`src/rtl/fb_pkg.sv`:
```
// fb_pkg: frame-buffer geometry and word/pixel types shared by VGA, draw and arbiter blocks
package fb_pkg;
    localparam int ADDR_W = 17;
    localparam int PIX_W = 8;
    localparam int PIX_PER_WORD = 4;
    localparam int FB_WORDS = 76800;
    localparam int WORD_W = PIX_W * PIX_PER_WORD;
    localparam int IDX_W = $clog2(PIX_PER_WORD);
    typedef logic [WORD_W-1:0] word_t;
    typedef logic [PIX_W-1:0] pix_t;
    typedef logic [ADDR_W-1:0] addr_t;
endpackage

```
`src/rtl/fb_arbiter_if.sv`:
```
// fb_arbiter_if: pixel, draw and RAM signals of the frame-buffer arbiter
interface fb_arbiter_if;
    import fb_pkg::*;
    logic frame_start;
    logic pix_ready;
    pix_t pix_data;
    logic pix_valid;
    logic wr_valid;
    addr_t wr_addr;
    word_t wr_data;
    logic wr_ready;
    addr_t mem_addr;
    logic mem_we;
    word_t mem_wdata;
    word_t mem_rdata;
    logic underrun;
    modport master (
        input frame_start, pix_ready, wr_valid, wr_addr, wr_data, mem_rdata,
        output pix_data, pix_valid, wr_ready, mem_addr, mem_we, mem_wdata, underrun
    );
    modport slave (
        output frame_start, pix_ready, wr_valid, wr_addr, wr_data, mem_rdata,
        input pix_data, pix_valid, wr_ready, mem_addr, mem_we, mem_wdata, underrun
    );
endinterface

```
`src/rtl/fb_word_fifo.sv`:
```
// fb_word_fifo: small prefetch word buffer with flush and occupancy count
module fb_word_fifo import fb_pkg::*; #(
    parameter int DEPTH = 2
) (
    input  logic clk,
    input  logic rst,
    input  logic flush,
    input  logic push,
    input  logic pop,
    input  word_t din,
    output word_t head,
    output logic [$clog2(DEPTH):0] cnt
);
    localparam int PW = $clog2(DEPTH);
    word_t mem [DEPTH];
    logic [PW-1:0] wp, rp;
    assign head = mem[rp];
    always_ff @(posedge clk) begin
        if (push)
            mem[wp] <= din;
    end
    always_ff @(posedge clk) begin
        if (rst || flush) begin
            wp <= '0;
            rp <= '0;
            cnt <= '0;
        end else begin
            if (push)
                wp <= wp + 1'b1;
            if (pop)
                rp <= rp + 1'b1;
            cnt <= cnt + {{PW{1'b0}}, push} - {{PW{1'b0}}, pop};
        end
    end
endmodule

```
`src/rtl/fb_arbiter.sv`:
```
// fb_arbiter: shares one frame-buffer RAM port between prefetching scanout and the draw port
module fb_arbiter import fb_pkg::*; #(
    parameter int FB_WORDS = fb_pkg::FB_WORDS,
    parameter int BUF_WORDS = 2
) (
    input logic pll_clk,
    input logic reset_P,
    fb_arbiter_if.master bus
);
    localparam int CNT_W = $clog2(BUF_WORDS) + 1;
    addr_t scan_addr;
    logic [IDX_W-1:0] idx;
    logic [CNT_W-1:0] cnt;
    word_t head;
    logic rd_pend, rd_tag, epoch;
    logic rd_req, push, pop_pix, pop_word;

    fb_word_fifo #(.DEPTH(BUF_WORDS)) u_fifo (
        .clk(pll_clk),
        .rst(reset_P),
        .flush(bus.frame_start),
        .push(push),
        .pop(pop_word),
        .din(bus.mem_rdata),
        .head(head),
        .cnt(cnt)
    );

    // a return whose epoch tag predates the latest frame_start belongs to the old frame
    always_comb begin
        rd_req = !reset_P && (int'(cnt) + int'(rd_pend) < BUF_WORDS);
        push = rd_pend && rd_tag == epoch;
        bus.pix_valid = cnt != '0;
        pop_pix = bus.pix_ready && bus.pix_valid;
        pop_word = pop_pix && idx == IDX_W'(PIX_PER_WORD - 1);
        bus.pix_data = bus.pix_valid ? head[idx * PIX_W +: PIX_W] : '0;
        bus.wr_ready = !reset_P && !rd_req && bus.wr_valid;
        bus.mem_we = bus.wr_ready;
        bus.mem_addr = rd_req ? scan_addr : bus.wr_ready ? bus.wr_addr : '0;
        bus.mem_wdata = bus.wr_ready ? bus.wr_data : '0;
    end

    always_ff @(posedge pll_clk) begin
        if (reset_P) begin
            scan_addr <= '0;
            idx <= '0;
            rd_pend <= 1'b0;
            rd_tag <= 1'b0;
            epoch <= 1'b0;
            bus.underrun <= 1'b0;
        end else begin
            rd_pend <= rd_req;
            rd_tag <= epoch;
            bus.underrun <= bus.underrun | (bus.pix_ready & ~bus.pix_valid);
            if (bus.frame_start) begin
                epoch <= ~epoch;
                scan_addr <= '0;
                idx <= '0;
            end else begin
                if (rd_req)
                    scan_addr <= scan_addr == ADDR_W'(FB_WORDS - 1) ? '0 : scan_addr + 1'b1;
                if (pop_pix)
                    idx <= idx + 1'b1;
            end
        end
    end
endmodule

```
`src/flat_wrapper.sv`:
```
// flat-port wrapper written by rule: the top's interface ports become plain ports
module fb_arbiter_flat import fb_pkg::*;
#(
    parameter int FB_WORDS = fb_pkg::FB_WORDS,
    parameter int BUF_WORDS = 2
)
  (pll_clk, reset_P, bus_frame_start, bus_pix_ready, bus_wr_valid, bus_wr_addr, bus_wr_data, bus_mem_rdata, bus_pix_data, bus_pix_valid, bus_wr_ready, bus_mem_addr, bus_mem_we, bus_mem_wdata, bus_underrun);
  fb_arbiter_if bus_i ();
  input logic pll_clk;
  input logic reset_P;
  input wire logic [$bits(bus_i.frame_start)-1:0] bus_frame_start;
  input wire logic [$bits(bus_i.pix_ready)-1:0] bus_pix_ready;
  input wire logic [$bits(bus_i.wr_valid)-1:0] bus_wr_valid;
  input wire logic [$bits(bus_i.wr_addr)-1:0] bus_wr_addr;
  input wire logic [$bits(bus_i.wr_data)-1:0] bus_wr_data;
  input wire logic [$bits(bus_i.mem_rdata)-1:0] bus_mem_rdata;
  output wire logic [$bits(bus_i.pix_data)-1:0] bus_pix_data;
  output wire logic [$bits(bus_i.pix_valid)-1:0] bus_pix_valid;
  output wire logic [$bits(bus_i.wr_ready)-1:0] bus_wr_ready;
  output wire logic [$bits(bus_i.mem_addr)-1:0] bus_mem_addr;
  output wire logic [$bits(bus_i.mem_we)-1:0] bus_mem_we;
  output wire logic [$bits(bus_i.mem_wdata)-1:0] bus_mem_wdata;
  output wire logic [$bits(bus_i.underrun)-1:0] bus_underrun;
  assign bus_i.frame_start = bus_frame_start;
  assign bus_i.pix_ready = bus_pix_ready;
  assign bus_i.wr_valid = bus_wr_valid;
  assign bus_i.wr_addr = bus_wr_addr;
  assign bus_i.wr_data = bus_wr_data;
  assign bus_i.mem_rdata = bus_mem_rdata;
  assign bus_pix_data = bus_i.pix_data;
  assign bus_pix_valid = bus_i.pix_valid;
  assign bus_wr_ready = bus_i.wr_ready;
  assign bus_mem_addr = bus_i.mem_addr;
  assign bus_mem_we = bus_i.mem_we;
  assign bus_mem_wdata = bus_i.mem_wdata;
  assign bus_underrun = bus_i.underrun;
  fb_arbiter #(.FB_WORDS(FB_WORDS), .BUF_WORDS(BUF_WORDS)) u_core (.pll_clk(pll_clk), .reset_P(reset_P), .bus(bus_i));
endmodule
```
`config.mk`:
```
export PLATFORM = sky130hd
export DESIGN_NAME = fb_arbiter_flat
export DESIGN_NICKNAME = d
export VERILOG_FILES = /design/src/rtl/fb_pkg.sv /design/src/rtl/fb_arbiter_if.sv /design/src/rtl/fb_word_fifo.sv /design/src/rtl/fb_arbiter.sv /design/src/flat_wrapper.sv
export SDC_FILE = /design/constraint.sdc
export NUM_CORES = 1
export LEC_CHECK = 0
export ABC_CLOCK_PERIOD_IN_PS = 2900
export CAP_MARGIN = 0
export CORE_MARGIN = 1.5
export CORE_UTILIZATION = 45
export DETAILED_ROUTE_END_ITERATION = 10
export GPL_TIMING_DRIVEN = 0
export PLACE_DENSITY = 0.91
export SYNTH_ARGS = -nofsm -noshare
export SYNTH_HDL_FRONTEND = slang
export SYNTH_SLANG_ARGS = --single-unit
```
`constraint.sdc`:
```
create_clock -name pll_clk -period 2.9 [get_ports pll_clk]
set_clock_uncertainty 0.15 [all_clocks]
set_input_delay 0.725 -clock pll_clk [delete_from_list [all_inputs] [get_ports pll_clk]]
set_output_delay 0.725 -clock pll_clk [all_outputs]
set_load 0.05 [all_outputs]
```
# After elaboration in Yosys (flattened, before gate mapping)
# Memory sizes are Yosys's and may differ from the RTL's. A register that Yosys moved wholly into a read port is not among the register bits.
# Cells that the tools add are included.
# totals
reg_bits,27
ramBits,64
input_bits,86
output_inout_bits,61
elab_cells,46
n_memories,1
# op_classes
add_sub_neg,7
n_lt_le_gt_ge,1
n_eq_ne,3
shifts,1
mux,9
bitwise_logic,4
reduce_logical,11
# memory_table
memory,depth,word_bits,rd,rd_ports_with_merged_regs,write_ports,line_no,rtl
u_core.u_fifo.mem,2,32,1,1,1,fb_word_fifo.sv:15,word_t mem [DEPTH];
# ops
op,count
2-to-1 mux 17 bit,3
< comparator 32 x 3 -> 1 bit (second input constant),1
2-to-1 mux 32 bit,1
indexed part select 32 x 6 -> 8 bit,1
adder 17 x 1 -> 17 bit (second input constant),1
equality test 17 bit (second input constant),1
2-to-1 mux 8 bit,1
logical AND 1 bit,6
2-to-1 mux 1 bit,4
adder 2 x 1 -> 3 bit,1
adder 1 bit (second input constant),2
adder 2 x 1 -> 2 bit,1
adder 2 x 1 -> 2 bit (second input constant),1
equality test 2 bit (second input constant),1
zero test 1 bit,2
inverter 1 bit,2
nonzero test 2 bit,1
OR reduction 2 bit,1
subtractor 2 x 1 -> 2 bit,1
AND 1 bit,1
equality test 1 bit,1
logical OR 1 bit,1
OR 1 bit,1

# Depth between registers and ports, before layout
# depth
word_depth,8
ltp_mapped,9
ltp_nobuf,9

# Modules after synthesis
# Synthesis repeated with hierarchy kept, for this count alone.
# hier_totals
hier_cells,322
area_unflattened_um2,4380.5
# modules_own_cells
mod,n_inst,cells_each,area_each_um2,seq_area_each_um2
fb_word_fifo,1,119,2676.3,2021.9
fb_arbiter,1,203,1704.1,460.4

# Worst setup path after synthesis
# No wires, ideal clock.
# synth_path
path_type,in2out
from,in reset_P
to,out bus_mem_addr[0]
t_arrival_ns,2.371
required_time_ns,2.025
slack_ns,-0.346
cell_stages,4
n_path_buf,1
cell_sequence,nor3b_1 > clkbuf_1 > nand2_1 > o21ai_0
# synth_via
elab_chain_cells,7
# synth_rtl
element,line_no,rtl
from (decl),flat_wrapper.sv:10,input logic reset_P;
zero test 1 bit *,"fb_arbiter.sv:31, fb_arbiter.sv:37",
logical AND 1 bit,fb_arbiter.sv:31,rd_req = !reset_P && (int'(cnt) + int'(rd_pend) < BUF_WORDS);
zero test 1 bit,fb_arbiter.sv:37,bus.wr_ready = !reset_P && !rd_req && bus.wr_valid;
logical AND 1 bit * (2 in series),fb_arbiter.sv:37,
named net bus_mem_we,flat_wrapper.sv:21,output wire logic [$bits(bus_i.mem_we)-1:0] bus_mem_we;
2-to-1 mux 17 bit * (2 in series),fb_arbiter.sv:39,bus.mem_addr = rd_req ? scan_addr : bus.wr_ready ? bus.wr_addr : '0;
to (decl),flat_wrapper.sv:20,output wire logic [$bits(bus_i.mem_addr)-1:0] bus_mem_addr;
# Mark *: on every way through the listed nets, which the timed path passes. The rest lies on a longest branch.

# Worst setup path after layout
# layout_path
from,in reset_P
to,out bus_mem_addr[5]
# layout_via
elab_chain_cells,7
# layout_rtl
element,line_no
zero test 1 bit *,"fb_arbiter.sv:31, fb_arbiter.sv:37"
logical AND 1 bit,fb_arbiter.sv:31
zero test 1 bit,fb_arbiter.sv:37
logical AND 1 bit (2 in series),fb_arbiter.sv:37
2-to-1 mux 17 bit,fb_arbiter.sv:39
2-to-1 mux 17 bit *,fb_arbiter.sv:39
# Every way passes the cells marked *; elsewhere a longest branch is shown, timed or not.

==> impl_metrics.yaml <==
setup_path:
  cp.arrival_ns: 1.99
  r2r_cells: 6
  critPathTopFamily: "buffers and inverters"
  slowest_delay_ns: 0.29
  r2r_slack_ns: 0.40
  slowest_stage: "a211o_1"
  critPathKind: "input port to primary output"
  critical_path.max_fanout: 10
  rr_startpoint: "u_core.u_fifo.cnt[0]"
  reg2reg_to: "u_core.scan_addr[15]"
  crit_buf_inv: 5
  end_kind: "primary output"
  startpoint: "reset_P"
  path_cells: "buf_2 > a211o_1 > clkbuf_8 > inv_1 > clkbuf_4 > a22o_1 > buf_4"
  path_depth: 7
  cp.required_ns: 2.03
  critPathLaunchType: "input port"
clock_network:
  path_clk_slew_ns: 0.09
  clk_latency_ns: 0.34
  htree_levels: 3
  cts_root_buffer: "clkbuf_8"
  clock_sinks: 92
  cts_buffers: 9
  cts_tree: "yes"
  clockBufferDepth: 2
yosys:
  synthCells: 310
  synthArstFlopShare: 0
  synth_top_area_cell: "edfxtp_1"
  syn-num-nets: 400
  synth_top_cell_area_share: 0.472
  synth_edf_count: 64
  syn_area_mm2: 0.00408
  synth_most_common_cell: "edfxtp_1"
  synth_seq_area_share: 0.609
  avgSynthCellArea_um2: 13.1
  synth_area_leaders: "edfxtp_1 (47%), dfxtp_1 (14%), mux4_2 (8.8%), and2_1 (5.2%), a22o_1 (3.0%)"
  synth_cell_type_count: 36
  synth_warnings: 0
  synth_flop_cell: "edfxtp_1"
  ys_ff_latch: 92
  netlist_top_cells_count: "edfxtp_1 (64), and2_1 (34), dfxtp_1 (28)"
sta:
  fin_crit_ns: 2.86
  hold_viol: 0
  worst_pin_slew_ns: 0.908
  min_period_over_period: 0.988
  slew_headroom: 0.393
  setup_viol: 0
  final_max_slew_viol_count: 0
  max_freq_mhz: 349
  holdWs_ns: 0.335
placed_design:
  dpl.hpwl_um: 7400
  port_buffers: 146
  dp.cells: 564
  place.gp.congestion: 0.850
min_path:
  worstHoldPathType: "register to register"
  hold_depth: 2
  hold_end: "u_core.bus.underrun"
  holdCritStartpoint: "u_core.bus.underrun"
finish:
  finalNonFillerCells: 585
  layout-drive-gt1-share: 0.258
  n_antenna_cell: 0
  final_nets: 563
  syn_to_final_growth_pct: 43.6
global_routing:
  grt_max_degree: 33
  grt_use_met1: 0.241
  gr-usage-all-layers: 0.213
  met3_usage: 0.0544
  grt_pass1_wl_um: 16100
  grt_pass1_vias: 3210
  grt_overflow: 0
  met2_usage: 0.398
  grt_busiest_layer: "met2"
  antenna_found_initial: 0
routing:
  drc: 0
  first_pass_iters: 4
  drt_iter0_markers: 135
  viasPerCell: 5.34
  detail-route-antenna-nets: 0
  wirelength_um: 10200
  wire_per_inst_um: 17.4
  vias: 3121
die:
  start_util: 0.465
  core_area_mm2: 0.00876
  dieArea_mm2: 0.00964
  ios: 147
  rows: 34
  die_w_um: 98.2
  fp.dieH_um: 98.2
power_and_ir_drop:
  max-vdd-ir-drop_uv: 334
  design_power_total_mw: 2.76
  static-leakage-power_nw: 2.16
  pwr_density_cell_mw_per_mm2: 471
status:
  status: "complete, no violations"
flow_run:
  drv_cap: 0
## kinds of logic after synthesis
kind of cell | synth area share
multiplexers | 0.108
XOR/XNOR | 0.0301
adder cells (fa/ha/maj) | 0.0123
AO/OA/AOI/OAI | 0.0694
buffers and inverters | 0.0255
flip-flops | 0.609
AND/OR/NAND/NOR | 0.146
## per-layer routing
layer  part of all wire  vias up  routed length (µm)
li1                   -     1480                   -
met4              0.011        0                 111
met2               0.54      147                5470
met3              0.074       11                 754
met5                  0        -                   0
met1               0.38     1483                3840
## final cells by class
cell class	instances	area (µm²)
Tap cell	108	135
Fill cell	651	2910
Inverter	7	26.3
Timing Repair Buffer	153	1310
Buffer	18	144
Multi-Input combinational cell	192	1530
Clock buffer	9	124
Sequential cell	92	2490
Clock inverter	6	87.6
## state kept, by name, indices dropped and copies added (netlist names), 2 cells and up, named ones only
register           count
u_core.u_fifo.cnt      2
u_core.idx             2
u_core.scan_addr      17
u_core.u_fifo.mem     64
## per-stage QoR
step | setup slack [ns] | cell area (µm²) | utilization | setup TNS (ns)
global route | -0.00387 | 5850 | 0.668 | -0.0139
finish | 0.0356 | 5850 | 0.668 | 0
CTS | 0.0253 | 5760 | 0.657 | 0
floorplan | -0.0274 | 4090 | - | -0.347
detailed placement | -1.39 | 5700 | 0.650 | -71.83
global placement | -1.38 | 5680 | 0.649 | -89.15
## worst register-to-register path, cell delays in order, from the launching register on
cell     delay (ns)
dfxtp_2        0.36
a211o_1        0.35
buf_4          0.16
or4_1          0.52
buf_2          0.19
or4_1          0.51
a21oi_1        0.19
## timing repair
| item | in CTS | in global routing |
|---|---|---|
| hold buffers | 0 | 0 |
| endpoints found under the setup margin | 70 | 50 |
| gates cloned | 1 | 0 |
| resized for setup | 344 | 28 |
| buffers inserted | 1 | 5 |
| endpoints found under the hold margin | 0 | 0 |
| pin swaps | 2 | 1 |
## report_power, final
group | switching (mW) | total [mW] | internal (mW)
Combinational | 0.168 | 0.343 | 0.176
Clock | 0.436 | 0.920 | 0.484
Sequential | 0.0196 | 1.49 | 1.47
Total | 0.623 | 2.76 | 2.13
## worst max path at each step
| stage | endpoint | slack [ns] |
|---|---|---|
| finish | bus_mem_addr[5] | 0.04 |
| CTS | bus_mem_wdata[25] | 0.03 |
| global route | bus_mem_addr[14] | -0.004 |
| detailed placement | bus_mem_addr[10] | -1.39 |
| floorplan | bus_mem_addr[16] | -0.03 |
| global placement | bus_mem_addr[10] | -1.38 |
## placed cells by master (no fill, tap or decap), types with 7 or more instances in the layout
master / n
mux2i_1: 8
dfxtp_1: 25
inv_1: 7
buf_4: 17
edfxtp_1: 64
clkdlybuf4s50_1: 85
a22o_1: 14
and2_1: 34
clkbuf_8: 13
mux4_2: 16
buf_2: 32
clkbuf_4: 19
nor2_1: 23
xnor2_1: 8
a21oi_1: 13
nand3_1: 7
nand2_1: 16
(Power assumes the default switching activity.)
==> variant (config.mk and constraints unchanged) <==
Change the package constant `PIX_W` from 8 to 12.
--- a/src/rtl/fb_pkg.sv
+++ b/src/rtl/fb_pkg.sv
@@ -2,5 +2,5 @@
 package fb_pkg;
     localparam int ADDR_W = 17;
-    localparam int PIX_W = 8;
+    localparam int PIX_W = 12;
     localparam int PIX_PER_WORD = 4;
     localparam int FB_WORDS = 76800;
Ports: changed (resized bus_mem_rdata, bus_mem_wdata, bus_pix_data and bus_wr_data); port bits go from 147 to 199. No check against the original RTL was run, so the function may have changed too.
==> variant against the original RTL <==
Setup slack improved by 9.1 ps. Final area increased by 42%. Cell count grew 28%. Wire length up 41%. The run now ends with design-rule violations left. Highest routed layer unchanged. Sequential cell count up 32. Critical path type is now reg -> out. Via count increased by 27%. Count of clock-buffer cells in the layout is 9 higher. Global-route usage rose by 2.2 points. Critical path depth decreased by 2. Area after synthesis increased by 32%. Total power up 66%. Sequential power grew 38%.
==> variant: results (changes against the original RTL) <==
----------------------------------------------------
[Power and ir drop]
  Cell-internal power ... 0.00353 W (+66%)
  Static power due to leakage ... 3.07 nW (+42%)
  Peak VDD IR ... 521 uV (+56%)
  Power of the clock network ... 0.00203 W (+120%)
  Part of the power in registers ... 44.9% (-9.3 points)

[Logic synthesis]
  Most instantiated cells after synthesis ... 96 x sky130_fd_sc_hd__edfxtp_1, 49 x sky130_fd_sc_hd__and2_1, 32 x sky130_fd_sc_hd__nor2_1
  Post-synth EDFFs ... 96 (+50%)
  Net count after synthesis ... 494 (+24%)
  Compound-gate portion of the synthesized area ... 4.83% (-2.1 points)
  Fraction of the mapped netlist area in adder cells ... 0.929% (-0.30 points)
  Mux contribution to synthesized area ... 12.3% (+1.5 points)
  Share of synthesized area occupied by flip-flops and latches ... 63.9% (+3.0 points)
  Synth Area in XOR/XNOR ... 2.60% (-0.41 points)
  Largest cells by area after synthesis ... sky130_fd_sc_hd__edfxtp_1 54%, sky130_fd_sc_hd__dfxtp_1 10%, sky130_fd_sc_hd__mux4_2 10%

[Placed design]
  Total of buffers placed on input and output ports ... 197 (+35%)
  Dpl hpwl ... 10.2 mm (+37%)

[Final layout]
  Diodes inserted ... 0 (unchanged)
  Largest registers ... u_core.u_fifo.mem (96), u_core.scan_addr (17)
  Number of nets in the layout ... 714 (+27%)
  Fillers ... 724 (+11%)
  Share of final-layout standard cells stronger than drive strength 1 ... 35.9% (+10 points)

[Clocking]
  Clock root buffer master ... sky130_fd_sc_hd__clkbuf_16
  Number of levels the H-tree was split into ... 4 (+1)
  Skew-Pair Late Insertion Delay ... 410 ps (+70 ps)
  Reg clk slew, reported paths ... 60 ps (-30 ps)
  CTS buffer count ... 17 (+8)

[Setup path]
  RR Startpoint ... u_core.u_fifo.cnt[1]
  Count of cells along the worst register-to-register path ... 9 (+3)
  Cell family with the largest share of critical-path delay ... multiplexers
  Max stage delay cell, worst path ... sky130_fd_sc_hd__mux4_2
  Setup slack of the worst register-to-register path ... 580 ps (+180 ps)

[Global route]
  Via count of the first global-routing pass ... 4199 (+31%)
  Global-route total usage across every layer ... 23.5% (+2.2 points)
  Met2 capacity usage during global routing ... 42.9% (+3.1 points)
  Routing usage on met1 ... 26.7% (+2.6 points)
  Maximum number of pins on one net before global-route repair ... 37 (+12%)

[Outcome]
  Violations in the final reports ... design-rule violations
  Outcome ... complete, but fails checks

[Routing]
  Post-detailed-route DRC marker count ... 20 (+20)
  Detail Route met2 WL ... 7.82 mm (+43%)
  Metal1 wirelength ... 5.15 mm (+34%)
  Wire length after detailed routing ... 14.3 mm (+41%)
  Length of routed met3 wiring ... 1.17 mm (+55%)

[STA]
  Minimum hold slack ... 351 ps (+15.9 ps)
  Worst Tran Pin Value ... 986 ps (+78.4 ps)

----------------------------------------------------
==> variant: logic make-up (layout without fill, tap and decap cells) <==
kind of cell | after synthesis | in the layout
AOI/OAI and AO/OA | 36 | 36
DFF | 124 | 124
adders and majority gates | 4 | 4
xor gates and xnor gates | 16 | 16
buffers and inverters | 27 | 260
muxes | 36 | 36
and+or+nand+nor | 129 | 129
==> variant: metrics by stage <==
stage	instance area, sq um	setup TNS, ps	cells	util, %	worst slack [ps]
after CTS	8260	0	748	71.4	6.29
after floorplan	5450	-31830	372	-	-329
after detailed placement	7660	-81590	714	66.3	-1360
after global placement	7600	-205560	712	65.7	-1360
after global routing	8300	-33.0	748	71.8	-16.4
final	8300	0	748	71.8	44.8
==> variant: final cells by class <==
type | instances | area share [%]
clock inverters | 14 | 1.75
plain buffers | 21 | 2.56
clock buffers | 18 | 5.17
flip-flops and latches | 124 | 41.6
multi-input cells | 221 | 23.2
repair buffers | 202 | 23.4
inverters | 5 | 0.271
well taps | 143 | 2.16
==> variant: worst min path at each step <==
stage                              from                   to  cells past startpoint
floorplan           u_core.scan_addr[2]  u_core.scan_addr[2]                      2
global placement    u_core.bus.underrun  u_core.bus.underrun                      2
detailed placement  u_core.bus.underrun  u_core.bus.underrun                      2
CTS                 u_core.scan_addr[2]  u_core.scan_addr[2]                      2
global route                    reset_P         u_core.epoch                      2
finish              u_core.scan_addr[2]  u_core.scan_addr[2]                      2
==> variant: what timing repair did <==
item	4_1_cts	5_1_grt
endpoints found under the setup margin	80	37
gates cloned	2	0
pin swaps	0	0
buffers inserted	1	0
resized for setup	524	16
